===== config.mk =====
export PLATFORM = sky130hd
export DESIGN_NAME = fetch_unit
export DESIGN_NICKNAME = d
export VERILOG_FILES = /design/src/rtl/cpu_pkg.sv /design/src/rtl/fetch_fifo.sv /design/src/rtl/fetch_unit.sv
export SDC_FILE = /design/constraint.sdc
export NUM_CORES = 1
export LEC_CHECK = 0
export ABC_CLOCK_PERIOD_IN_PS = 3800
export CAP_MARGIN = 20
export CORE_UTILIZATION = 55
export CTS_BUF_LIST = sky130_fd_sc_hd__clkbuf_4 sky130_fd_sc_hd__clkbuf_8
export CTS_CLUSTER_SIZE = 28
export DETAILED_ROUTE_END_ITERATION = 8
export DONT_BUFFER_PORTS = 1
export GPL_TIMING_DRIVEN = 0
export PLACE_DENSITY = 0.7
export SYNTH_ARGS = -nofsm -noshare
export SYNTH_HDL_FRONTEND = slang
export SYNTH_SLANG_ARGS = --single-unit

===== constraint.sdc =====
create_clock -name clk_i -period 3.8 [get_ports clk_i]
set_clock_uncertainty 0.2 [all_clocks]
set_input_delay 0.57 -clock clk_i [delete_from_list [all_inputs] [get_ports clk_i]]
set_output_delay 0.57 -clock clk_i [all_outputs]
set_load 0.02 [all_outputs]

===== src/rtl/cpu_pkg.sv =====
// cpu_pkg: shared definitions for the fetch stage.
//   PC_W / INSTR_W : program counter and instruction widths
//   fetch_state_e  : fetch FSM states (BOOT, RUN, REDIRECT)
//   fetch_entry_t  : prefetch FIFO entry {pc, instr}
//   ENTRY_W        : packed width of one FIFO entry
package cpu_pkg;

  localparam int PC_W    = 8;
  localparam int INSTR_W = 16;

  typedef enum logic [1:0] {
    BOOT     = 2'd0,
    RUN      = 2'd1,
    REDIRECT = 2'd2
  } fetch_state_e;

  typedef struct packed {
    logic [PC_W-1:0]    pc;
    logic [INSTR_W-1:0] instr;
  } fetch_entry_t;

  localparam int ENTRY_W = PC_W + INSTR_W;

endpackage


===== src/rtl/fetch_fifo.sv =====
// fetch_fifo: small synchronous FIFO holding fetched instructions.
// Parameters: DEPTH (power of two, >= 2), WIDTH (entry width).
// Ports:
//   clk_i, rst_ni      clock, asynchronous active-low reset
//   push_i, data_i     write an entry at the tail
//   pop_i              remove the head entry (ignored when empty)
//   flush_i            discard all entries; overrides push and pop
//   head_o             head entry, read straight from the storage registers
//   count_o            number of valid entries (0..DEPTH)
//   full_o, empty_o    occupancy flags
module fetch_fifo #(
  parameter int DEPTH = 4,
  parameter int WIDTH = 24
) (
  input  logic                   clk_i,
  input  logic                   rst_ni,
  input  logic                   push_i,
  input  logic [WIDTH-1:0]       data_i,
  input  logic                   pop_i,
  input  logic                   flush_i,
  output logic [WIDTH-1:0]       head_o,
  output logic [$clog2(DEPTH):0] count_o,
  output logic                   full_o,
  output logic                   empty_o
);

  localparam int PTR_W = $clog2(DEPTH);

  logic [WIDTH-1:0] mem_q [DEPTH];
  logic [PTR_W-1:0] wr_ptr_q;
  logic [PTR_W-1:0] rd_ptr_q;
  logic [PTR_W:0]   count_q;
  logic             do_pop;

  assign do_pop  = pop_i & ~empty_o;
  assign empty_o = (count_q == '0);
  assign full_o  = (count_q == (PTR_W+1)'(DEPTH));
  assign count_o = count_q;
  assign head_o  = mem_q[rd_ptr_q];

  // Storage and pointers. Storage is cleared on reset so the head output
  // reads as zero out of reset. Pointers wrap naturally at DEPTH.
  always_ff @(posedge clk_i or negedge rst_ni) begin
    if (!rst_ni) begin
      for (int i = 0; i < DEPTH; i++) mem_q[i] <= '0;
      wr_ptr_q <= '0;
      rd_ptr_q <= '0;
      count_q  <= '0;
    end else if (flush_i) begin
      wr_ptr_q <= '0;
      rd_ptr_q <= '0;
      count_q  <= '0;
    end else begin
      if (push_i) begin
        mem_q[wr_ptr_q] <= data_i;
        wr_ptr_q        <= wr_ptr_q + 1'b1;
      end
      if (do_pop) rd_ptr_q <= rd_ptr_q + 1'b1;
      case ({push_i, do_pop})
        2'b10:   count_q <= count_q + 1'b1;
        2'b01:   count_q <= count_q - 1'b1;
        default: count_q <= count_q;
      endcase
    end
  end

  // The upstream issue rule reserves a slot for every outstanding read.
  assert property (@(posedge clk_i) disable iff (!rst_ni) !(push_i && full_o && !flush_i));

endmodule


===== src/rtl/fetch_unit.sv =====
// fetch_unit: instruction fetch stage.
// Owns the PC, issues reads to a synchronous instruction memory (data one
// cycle after the strobe), buffers {pc, instr} in a prefetch FIFO and hands
// the head to decode over valid/ready. A redirect flushes everything.
// Optional feature macro: FETCH_PERF_EN adds stall_cnt_o / flush_cnt_o.
// Ports:
//   clk_i, rst_ni                   clock, asynchronous active-low reset
//   fetch_en_i                      allows new memory requests
//   imem_rd_en_o, imem_addr_o       memory read strobe / address
//   imem_rdata_i                    memory read data (cycle after strobe)
//   instr_valid_o, instr_ready_i    decode handshake
//   instr_o, instr_pc_o             head instruction and its PC
//   redirect_valid_i, redirect_pc_i branch redirect
//   stall_cnt_o, flush_cnt_o        (FETCH_PERF_EN) saturating counters
module fetch_unit
  import cpu_pkg::*;
#(
  parameter int              DEPTH    = 4,
  parameter logic [PC_W-1:0] RESET_PC = 8'h00
) (
  input  logic               clk_i,
  input  logic               rst_ni,
  input  logic               fetch_en_i,
  output logic               imem_rd_en_o,
  output logic [PC_W-1:0]    imem_addr_o,
  input  logic [INSTR_W-1:0] imem_rdata_i,
  output logic               instr_valid_o,
  input  logic               instr_ready_i,
  output logic [INSTR_W-1:0] instr_o,
  output logic [PC_W-1:0]    instr_pc_o,
  input  logic               redirect_valid_i,
  input  logic [PC_W-1:0]    redirect_pc_i
`ifdef FETCH_PERF_EN
  ,
  output logic [15:0]        stall_cnt_o,
  output logic [15:0]        flush_cnt_o
`endif
);

  fetch_state_e           state_q;
  logic [PC_W-1:0]        pc_q;
  logic [PC_W-1:0]        pc_d;
  logic [PC_W-1:0]        req_pc_q;
  logic                   inflight_q;
  logic                   issue;
  logic                   push;
  logic                   pop;
  fetch_entry_t           push_entry;
  fetch_entry_t           head_entry;
  logic [$clog2(DEPTH):0] fifo_count;
  logic                   fifo_full;
  logic                   fifo_empty;

  // A slot is reserved for the read already in flight, so a new request is
  // only made when the FIFO can absorb both responses.
  assign issue = fetch_en_i & ~redirect_valid_i & (state_q == RUN) & ~fifo_full &
                 ((int'(fifo_count) + int'(inflight_q)) < DEPTH);

  // A response returning during a redirect belongs to the old stream and is
  // dropped. No request is issued in a redirect cycle, so clearing the
  // in-flight flag there leaves nothing stale behind.
  assign push       = inflight_q & ~redirect_valid_i;
  assign push_entry = '{pc: req_pc_q, instr: imem_rdata_i};

  assign instr_valid_o = ~fifo_empty & ~redirect_valid_i;
  assign pop           = instr_valid_o & instr_ready_i;
  assign instr_o       = head_entry.instr;
  assign instr_pc_o    = head_entry.pc;

  assign imem_rd_en_o = issue;
  assign imem_addr_o  = pc_q;

  always_comb begin
    pc_d = pc_q;
    if (redirect_valid_i) pc_d = redirect_pc_i;
    else if (issue)       pc_d = pc_q + 1'b1;
  end

  // Fetch FSM with PC and in-flight tracking.
  always_ff @(posedge clk_i or negedge rst_ni) begin
    if (!rst_ni) begin
      state_q    <= BOOT;
      pc_q       <= RESET_PC;
      req_pc_q   <= '0;
      inflight_q <= 1'b0;
    end else begin
      pc_q       <= pc_d;
      inflight_q <= issue;
      if (issue) req_pc_q <= pc_q;
      if (redirect_valid_i) begin
        state_q <= REDIRECT;
      end else begin
        case (state_q)
          BOOT:     state_q <= RUN;
          RUN:      state_q <= RUN;
          REDIRECT: state_q <= RUN;
          default:  state_q <= BOOT;
        endcase
      end
    end
  end

  fetch_fifo #(
    .DEPTH(DEPTH),
    .WIDTH(ENTRY_W)
  ) u_fifo (
    .clk_i  (clk_i),
    .rst_ni (rst_ni),
    .push_i (push),
    .data_i (push_entry),
    .pop_i  (pop),
    .flush_i(redirect_valid_i),
    .head_o (head_entry),
    .count_o(fifo_count),
    .full_o (fifo_full),
    .empty_o(fifo_empty)
  );

`ifdef FETCH_PERF_EN
  logic [15:0] stall_cnt_q;
  logic [15:0] flush_cnt_q;

  // Saturating stall/flush counters.
  always_ff @(posedge clk_i or negedge rst_ni) begin
    if (!rst_ni) begin
      stall_cnt_q <= '0;
      flush_cnt_q <= '0;
    end else begin
      if (instr_valid_o && !instr_ready_i && (stall_cnt_q != 16'hFFFF))
        stall_cnt_q <= stall_cnt_q + 1'b1;
      if (redirect_valid_i && (flush_cnt_q != 16'hFFFF))
        flush_cnt_q <= flush_cnt_q + 1'b1;
    end
  end

  assign stall_cnt_o = stall_cnt_q;
  assign flush_cnt_o = flush_cnt_q;
`endif

endmodule


# Word-level counts from Yosys, hierarchy flattened
# Cells that the tools add are included.
word_totals:
  latch_bits: 0
  memories: 0
  mem_bits_ro: 0
  reg_bits: 122
  input_bits: 29
  mem_bits_rw: 0
  output_inout_bits: 34
  wordCells: 64
op_classes:
  bitwise: 13
  eq_ne: 5
  n_reduce_logical: 9
  n_shift: 0
  magnitude_cmp: 4
  mul: 0
  n_div: 0
  n_addsub: 6
  muxes: 16
ops:
  columns: ["cell", "n"]
  rows:
  - ["bitwise mux 96 bit", 1]
  - ["2-to-1 mux 24 bit", 3]
  - ["binary-select mux 24 bit (select 2 bit)", 1]
  - ["demux 24 bit (select 2 bit)", 1]
  - ["2-to-1 mux 8 bit", 2]
  - ["2-to-1 mux 2 bit", 5]
  - ["adder 8 x 1 -> 8 bit, second input constant", 1]
  - ["bitwise AND 1 bit", 8]
  - ["greater-or-equal comparator 3 bit, second input constant", 2]
  - ["inverter 2 -> 3 bit", 2]
  - ["case mux 3 bit (2 select lines)", 1]
  - ["nonzero test 2 bit", 3]
  - ["adder 2 x 1 -> 2 bit, second input constant", 2]
  - ["adder 3 x 1 -> 4 bit", 1]
  - ["equality test 2 x 1 -> 1 bit, second input constant", 2]
  - ["equality test 2 bit, second input constant", 2]
  - ["< comparator 4 x 3 -> 1 bit, second input constant", 1]
  - ["adder 3 x 1 -> 3 bit, second input constant", 1]
  - ["equality test 3 bit, second input constant", 1]
  - ["zero test 3 bit", 1]
  - ["< comparator 3 x 1 -> 1 bit, second input constant", 1]
  - ["2-to-1 mux 3 bit", 1]
  - ["inverter 1 bit", 3]
  - ["nonzero test 3 bit", 1]
  - ["other kinds (6)", 6]

# Longest topological paths before layout
# Gate-level depths: netlist of run 1.
depth:
  word_depth: 8
  depth_mapped: 8
  depth_no_buf: 7

# Cells and area by module
# A second synthesis of run 1 with hierarchy kept.
unflattened:
  hier_cells: 372
  area_unflattened_um2: 6048.3
by_module_without_submodules:
  columns: ["mod", "cells_per_inst", "instances", "area_each_um2", "seq_area_each_um2"]
  rows:
  - ["fetch_fifo", 285, 1, 5114.9, 2577.5]
  - ["fetch_unit", 87, 1, 933.4, 475.5]

# Worst setup path after synthesis of run 1
# OpenSTA, ideal clock, no wires.
synth_path:
  kind: "input to register"
  from: "input redirect_valid_i"
  to: "register u_fifo.count_q[2], in the netlist u_fifo.count_o[2]"
  slack_ns: 1.397
  path_buffers: 2
  required_ns: 3.474
  stages: 6
  arrival_ns: 2.077
  setup_ns: 0.126
  cell_sequence: "clkbuf_1 > clkbuf_1 > nor3_1 > fa_1 > and3_1 > o31a_2"
synth_via:
  elab_chain_cells: 7
  word_cells_on_any_way: 10
  classes_between: "eq/ne: 2; mux: 2; bitwise: 5; reduce/logical: 1"
synth_rtl:
  columns: ["item", "line_no", "source"]
  rows:
  - ["start: declaration", "fetch_unit.sv:31", "input logic redirect_valid_i,"]
  - ["inverter 1 bit (no line)", null, null]
  - ["bitwise AND 1 bit", "fetch_unit.sv:65", "assign instr_valid_o = ~fifo_empty & ~redirect_valid_i;"]
  - ["bitwise AND 1 bit", "fetch_unit.sv:66", "assign pop = instr_valid_o & instr_ready_i;"]
  - ["bitwise AND 1 bit", "fetch_fifo.sv:35", "assign do_pop = pop_i & ~empty_o;"]
  - ["equality test 2 x 1 -> 1 bit / equality test 2 bit (equally long branches)", "fetch_fifo.sv:59", "case ({push_i, do_pop})"]
  - ["case mux 3 bit (2 select lines)", "fetch_fifo.sv:59", null]
  - ["2-to-1 mux 3 bit", "fetch_fifo.sv:49", "end else if (flush_i) begin"]
  - ["end signal: assignment", "fetch_fifo.sv:60", "2'b10: count_q <= count_q + 1'b1;"]
  - ["end signal: assignment", "fetch_fifo.sv:61", "2'b01: count_q <= count_q - 1'b1;"]
  - ["end signal: assignment", "fetch_fifo.sv:62", "default: count_q <= count_q;"]
  - ["end: declaration", "fetch_fifo.sv:32", "logic [PTR_W:0] count_q;"]
# Parallel ways exist; a longest one is shown, timed or not.
# A chain may end at the register's enable or synchronous reset.

# Worst setup path after layout of run 1
layout_path:
  from: "register u_fifo.rd_ptr_q[1]"
  to: "output instr_pc_o[6]"
layout_via:
  elab_chain_cells: 4
layout_rtl:
  columns: ["item", "line_no", "source"]
  rows:
  - ["start: declaration", "fetch_fifo.sv:31", "logic [PTR_W-1:0] rd_ptr_q;"]
  - ["start signal: assignment", "fetch_fifo.sv:58", "if (do_pop) rd_ptr_q <= rd_ptr_q + 1'b1;"]
  - ["inverter 2 -> 3 bit (not written as such)", "fetch_fifo.sv:39", "assign head_o = mem_q[rd_ptr_q];"]
  - ["binary-select mux 24 bit (select 2 bit)", "fetch_fifo.sv:39", null]
  - ["2-to-1 mux 24 bit (not written as such) (2 in a row)", "fetch_fifo.sv:39", null]
  - ["end: declaration", "fetch_unit.sv:30", "output logic [PC_W-1:0] instr_pc_o,"]
# Every way passes these cells. The select of a mux whose other input is x is not followed.

==> impl_metrics.csv, run 1 <==
group,metric,value,unit
cts,root_buffer,"clkbuf_8",
layout,fillers,765,
yosys,synthTopCellsByArea,"dfrtp_1 (55%), mux2_2 (20%), mux4_2 (9.8%)",
cts,cts_sinks,122,
layout,drive_gt1_share,47.2,%
critical_path,rr_startpoint,"u_fifo.count_o[1]$_DFFE_PN0P_",
yosys,synth-simple-area-share,3.75,%
critical_path,crit_arrival,2180,ps
critical_path,r2r_end,"u_fifo.count_o[2]$_DFFE_PN0P_",
routing,drc,0,
hold_path,worstHoldEndpoint,"imem_addr_o[2]$_DFFE_PN0P_",
timing,tns,0,ps
critical_path,crit_fanout,10,
routing,drtIter0Drc,90,
power,peakVddDrop,232,uV
grt,antenna_found_initial,0,
routing,wire_per_inst,18.7,um
cts,cts_resized,0,
cts,clk_path_buf_depth,2,
layout,layout_commonest_cell,"dfrtp_1",
yosys,ys_warn_count,0,
cts,cts-buffers-inserted,17,
grt,grt_pass1_vias,3183,
yosys,synth_area,0.00551,mm^2
yosys,synth_compound_area_share,1.52,%
die,core,0.00973,mm^2
cts,post_cts_buffers,0,
critical_path,end_kind,"output pin",
grt,grtUsageTotal,21.3,%
die,rows,36,
critical_path,start_kind,"flip-flop",
hold_path,hp-class,"in2reg",
critical_path,cp_data_required_time,3030,ps
yosys,muxShareOfSynthArea,32.6,%
critical_path,rr_worst_depth,7,
placement,port_buffers,0,
timing,worstMarginPinSlew,684,ps
die,io_pins,63,
timing,fin_crit_sh,77.8,%
layout,post-route-util,62.4,%
timing,grt_setup_unrepaired,"no",
layout,nets,411,
status,status,"finished, final reports clean",
grt,grt_pass1_wl,16200,um
routing,totalWireLength,9760,um
yosys,syn_avg_cell_area,15.6,um^2
yosys,synth.distinct_cells,36,
timing,period_minus_slack,2950,ps
yosys,synth_adder_area_share,1.50,%
cts,worstSkewPairLatency,430,ps
timing,max_freq,0.338,GHz
die,die_h,102,um
hold_path,hold_path_startpoint,"redirect_pc_i[2]",
cts,htreeDepth,4,
timing,final_hold_viol_count,0,
yosys,synth_xor_area_share,2.07,%
yosys,ys_seq_area_share,55.4,%
flow_run,maxCapViolations,0,
yosys,synth_top_cell_by_area,"dfrtp_1",
timing,setup_viol,0,
routing,vias,2956,
timing,maxSlewHeadroom,54.0,%
routing,drt_pass1_iterations,4,
die,die_x,102,um
die,initial_utilization,56.6,%
layout,diodes,0,
grt,grt_start_max_net_pins,123,
power,p_leak,2.89,nW
yosys,postSynthCellCount,354,
yosys,ys_ff_latch,122,
critical_path,crit_type,"reg2out",
yosys,synth_nets,389,
timing,timing.final.max_slew_violations,0,
cts,cts_tree,"yes",
die,die-area,0.0104,mm^2
cts,clkSlewWorstSetupHoldPaths,60,ps
hold_path,hold_depth,2,
layout,area_delta_synth_final,10.2,%
placement,dp_hpwl,6470,um
critical_path,reg2reg_slack,1270,ps
power,power_density,483,mW/mm^2
routing,post_drt_via_cell_ratio,5.67,
layout,final_cell_mix,"dfrtp_1 (122), mux2_2 (98), mux4_2 (24)",
routing,final_antenna_net_count,0,
yosys,synth_top_family_by_area,"multiplexers",
cts,holdBufCountCts,3,
yosys,yosysTopAreaCellShare,55.4,%
placement,gp_congestion,0.784,
grt,grt_overflow,0,
[Yosys cell counts]
| library cell | count |
|---|---|
| and3_1 | 2 |
| mux2i_1 | 3 |
| buf_6 | 9 |
| buf_2 | 3 |
| buf_4 | 1 |
| nand3b_1 | 1 |
| nand4bb_1 | 1 |
| inv_1 | 4 |
| a21oi_1 | 2 |
| ha_1 | 5 |
| mux2_4 | 8 |
| a31o_2 | 1 |
| fa_1 | 1 |
| nor3_1 | 4 |
| buf_1 | 1 |
| nand3_1 | 3 |
| or2_2 | 1 |
| nand2_1 | 7 |
| dfrtp_1 | 122 |
| nor2_1 | 10 |
| nor2b_1 | 1 |
| nand2_2 | 4 |
| or3_1 | 1 |
| mux4_2 | 24 |
| clkbuf_2 | 1 |
| xor2_1 | 3 |
| mux2_2 | 98 |
| a22oi_1 | 1 |
| nor3b_1 | 1 |
| o21ai_0 | 8 |
| nand4_1 | 1 |
| nor4_1 | 3 |
| o31ai_1 | 1 |
| o31a_2 | 1 |
| clkbuf_1 | 7 |
| xnor2_1 | 10 |
[registers in the layout, summed over array words and instances (netlist names)]
signal,count
req_pc_q,8
u_fifo.mem_q,96
u_fifo.rd_ptr_q,2
imem_addr_o,8
state_q,2
inflight_q,1
u_fifo.wr_ptr_q,2
u_fifo.count_o,3
[final cells by class]
cell class / instances / area, um^2 / share of cell area (%)
Buffer: 22 / 159 / 2.62
Clock buffer: 21 / 270 / 4.45
Clock inverter: 10 / 77.6 / 1.28
Inverter: 4 / 15.0 / 0.247
Multi-Input combinational cell: 206 / 2280 / 37.6
Sequential cell: 122 / 3050 / 50.3
Tap cell: 133 / 166 / 2.74
Timing Repair Buffer: 3 / 47.5 / 0.783
[worst max-delay path by stage]
| stage | end | from | slack (ps) | cells after the start |
|---|---|---|---|---|
| 4_1_cts | instr_pc_o[6] | u_fifo.rd_ptr_q[1]$_DFFE_PN0P_ | 740 | 3 |
| 3_5_place_dp | u_fifo.count_o[2]$_DFFE_PN0P_ | redirect_valid_i | 1090 | 6 |
| 2_1_floorplan | u_fifo.count_o[2]$_DFFE_PN0P_ | redirect_valid_i | 1400 | 6 |
| 3_3_place_gp | u_fifo.count_o[2]$_DFFE_PN0P_ | redirect_valid_i | 1140 | 6 |
| 5_1_grt | instr_pc_o[6] | u_fifo.rd_ptr_q[1]$_DFFE_PN0P_ | 700 | 3 |
| 6_report | instr_pc_o[6] | u_fifo.rd_ptr_q[1]$_DFFE_PN0P_ | 850 | 3 |
[kinds of logic (layout without fill, tap and decap cells)]
logic type,after synthesis,in the layout
flops,122,122
buf+inv,26,60
xor+xnor,13,13
compound gates,14,14
mux,133,133
fa+ha+maj,6,6
simple gates,40,40
[through the flow]
| stage | std cells | hold WS [ps] | area [um^2] | setup WS, ps | power [mW] |
|---|---|---|---|---|---|
| 6_report | 521 | 67.2 | 6070 | 845 | 2.93 |
| 3_3_place_gp | 487 | 77.1 | 5670 | 1140 | 1.90 |
| 3_5_place_dp | 487 | 78.1 | 5670 | 1090 | 1.92 |
| 4_1_cts | 521 | 32.5 | 6070 | 742 | 2.98 |
| 2_1_floorplan | 354 | 74.4 | 5510 | 1400 | 1.84 |
| 5_1_grt | 521 | 39.6 | 6070 | 698 | 3.07 |
[report_power, final]
part / internal (mW) / switching, mW / leakage [nW]
clock network: 0.541 / 0.479 / 0.189
registers: 1.41 / 0.0980 / 1.64
logic: 0.196 / 0.207 / 1.06
[worst max-delay path: stages (launching register included)]
cell and delay [ps]:
dfrtp_1 330, buf_1 370, clkbuf_1 560, mux4_2 500
[routing by layer]
layer	GRT usage, %	vias up	share of wire, %
met5	0	-	0
met4	7.25	0	0.82
met3	7.93	8	5.0
met2	33.5	56	49
met1	27.5	1555	45
li1	-	1337	-
(Power assumes the default switching activity.)
==> inputs of run 2 (changes only) <==
--- a/config.mk
+++ b/config.mk
@@ -5,7 +5,7 @@
 export SDC_FILE = /design/constraint.sdc
 export NUM_CORES = 1
 export LEC_CHECK = 0
-export ABC_CLOCK_PERIOD_IN_PS = 3800
+export ABC_CLOCK_PERIOD_IN_PS = 2800
 export CAP_MARGIN = 20
 export CORE_UTILIZATION = 55
 export CTS_BUF_LIST = sky130_fd_sc_hd__clkbuf_4 sky130_fd_sc_hd__clkbuf_8
==> constraint.sdc (replaced) <==
create_clock -name clk_i -period 2.8 [get_ports clk_i]
set_clock_uncertainty 0.2 [all_clocks]
set_input_delay 0.42 -clock clk_i [delete_from_list [all_inputs] [get_ports clk_i]]
set_output_delay 0.42 -clock clk_i [all_outputs]
set_load 0.02 [all_outputs]
==> impl_metrics.csv, run 2 (synthesis gave the netlist of run 1 again) <==
group,metric,value,unit
grt,grtUsageTotal,21.8,%
die,die_x,102,um
layout,largest_reg_flops,96,
placement,port_buffers,0,
timing,final_hold_viol_count,122,
routing,post_drt_via_cell_ratio,5.63,
timing,worstMarginPinSlew,455,ps
layout,fillers,750,
cts,clkSlewWorstSetupHoldPaths,60,ps
critical_path,crit_type,"reg2out",
layout,fin_area,0.00628,mm^2
grt,grt_pass1_vias,3236,
critical_path,cp_data_required_time,2180,ps
cts,cts_tree,"yes",
die,io_pins,63,
cts,holdBufCountCts,25,
timing,tns,0,ps
power,p_leak,2.98,nW
placement,dp_hpwl,6470,um
flow_run,maxCapViolations,0,
power,peakVddDrop,314,uV
layout,multi_input_area,0.00229,mm^2
timing,grt_setup_unrepaired,"no",
cts,worstSkewPairLatency,430,ps
placement,dp_cells,487,
routing,wire_per_inst,18.3,um
layout,ff_latch_area,0.00305,mm^2
grt,antenna_found_initial,0,
grt,grt_pass1_wl,16500,um
die,initial_utilization,56.6,%
cts,cts-buffers-inserted,17,
critical_path,crit_fanout,9,
timing,timing.final.max_slew_violations,0,
routing,drc,0,
layout,area_delta_synth_final,14.1,%
routing,drtIter0Drc,90,
timing,setup_viol,0,
routing,drt_pass1_iterations,5,
layout,final_cells,543,
die,die_h,102,um
layout,nets,433,
cts,cts_sinks,122,
critical_path,start_kind,"flip-flop",
grt,grt_start_max_net_pins,123,
die,rows,36,
routing,vias,3056,
timing,finalHoldWorstSlack,-516,ps
status,violations,"hold timing",
critical_path,crit_arrival,1970,ps
critical_path,end_kind,"output pin",
layout,drive_gt1_share,45.1,%
layout,final_cell_mix,"dfrtp_1 (122), mux2_2 (98), dlygate4sd3_1 (25)",
hold_path,hp-class,"in2async",
placement,placed_area,0.00567,mm^2
layout,largest-register,"u_fifo.mem_q",
status,status,"finished with violations",
routing,final_antenna_net_count,0,
die,die-area,0.0104,mm^2
critical_path,rr_worst_depth,7,
cts,post_cts_buffers,0,
timing,period_minus_slack,2590,ps
die,core,0.00973,mm^2
grt,grt_overflow,0,
layout,post-route-util,64.6,%
timing,maxSlewHeadroom,69.5,%
placement,gp_congestion,0.784,
layout,diodes,0,
power,power_density,633,mW/mm^2
power,total_power,3.98,mW
timing,max_freq,0.387,GHz
routing,totalWireLength,9920,um
cts,htreeDepth,4,
cts,clk_path_buf_depth,2,
cts,root_buffer,"clkbuf_8",
layout,layout_commonest_cell,"dfrtp_1",
timing,fin_crit_sh,92.4,%
## run 2: critical path, cell delays in order (launching register included)
cell      delay [ps]
dfrtp_1          460
and3_1           210
clkbuf_1         170
or3_1            340
buf_6            160
inv_1            190
## run 2: layer usage
| layer | share of wire, % | track usage, % |
|---|---|---|
| met1 | 43 | 27.9 |
| met2 | 50 | 34.5 |
| met5 | 0 | 0 |
| met4 | 1.0 | 7.25 |
| met3 | 5.3 | 7.93 |
## run 2: worst paths after layout
path                                                from                            end  slack, ps
min in group clk_i                         instr_ready_i  u_fifo.count_o[0]$_DFFE_PN0P_         70
hold reg to reg                     state_q[1]$_DFF_PN0_           state_q[0]$_DFF_PN0_        240
setup reg to reg           u_fifo.count_o[1]$_DFFE_PN0P_  u_fifo.count_o[2]$_DFFE_PN0P_        440
hold / removal                                    rst_ni   u_fifo.mem_q[30]$_DFFE_PN0P_       -520
max in group asynchronous                         rst_ni   u_fifo.mem_q[73]$_DFFE_PN0P_       2740
setup / recovery           u_fifo.count_o[0]$_DFFE_PN0P_                   imem_rd_en_o        210
## run 2: what timing repair did
item                       CTS  global route
setup endpoints to repair   19             5
hold endpoints to repair   195           122
gates resized for setup      2             3
## run 2: through the flow
stage	hold slack, ps	setup WS (ps)
5_1_grt	-565	71.6
3_3_place_gp	-72.9	291
2_1_floorplan	-75.6	511
4_1_cts	-554	65.8
6_report	-516	213
3_5_place_dp	-71.9	243
## run 2: report_power, final
part,internal [mW],switching [mW]
clock network,0.734,0.647
registers,1.92,0.134
logic,0.285,0.263
## run 2: area by class of cell
class	count	area share, %
Multi-Input combinational cell	206	36.4
Sequential cell	122	48.6
Tap cell	133	2.65
Clock buffer	21	4.30
Clock inverter	10	1.23
Inverter	4	0.239
Timing Repair Buffer	25	3.98
Buffer	22	2.65
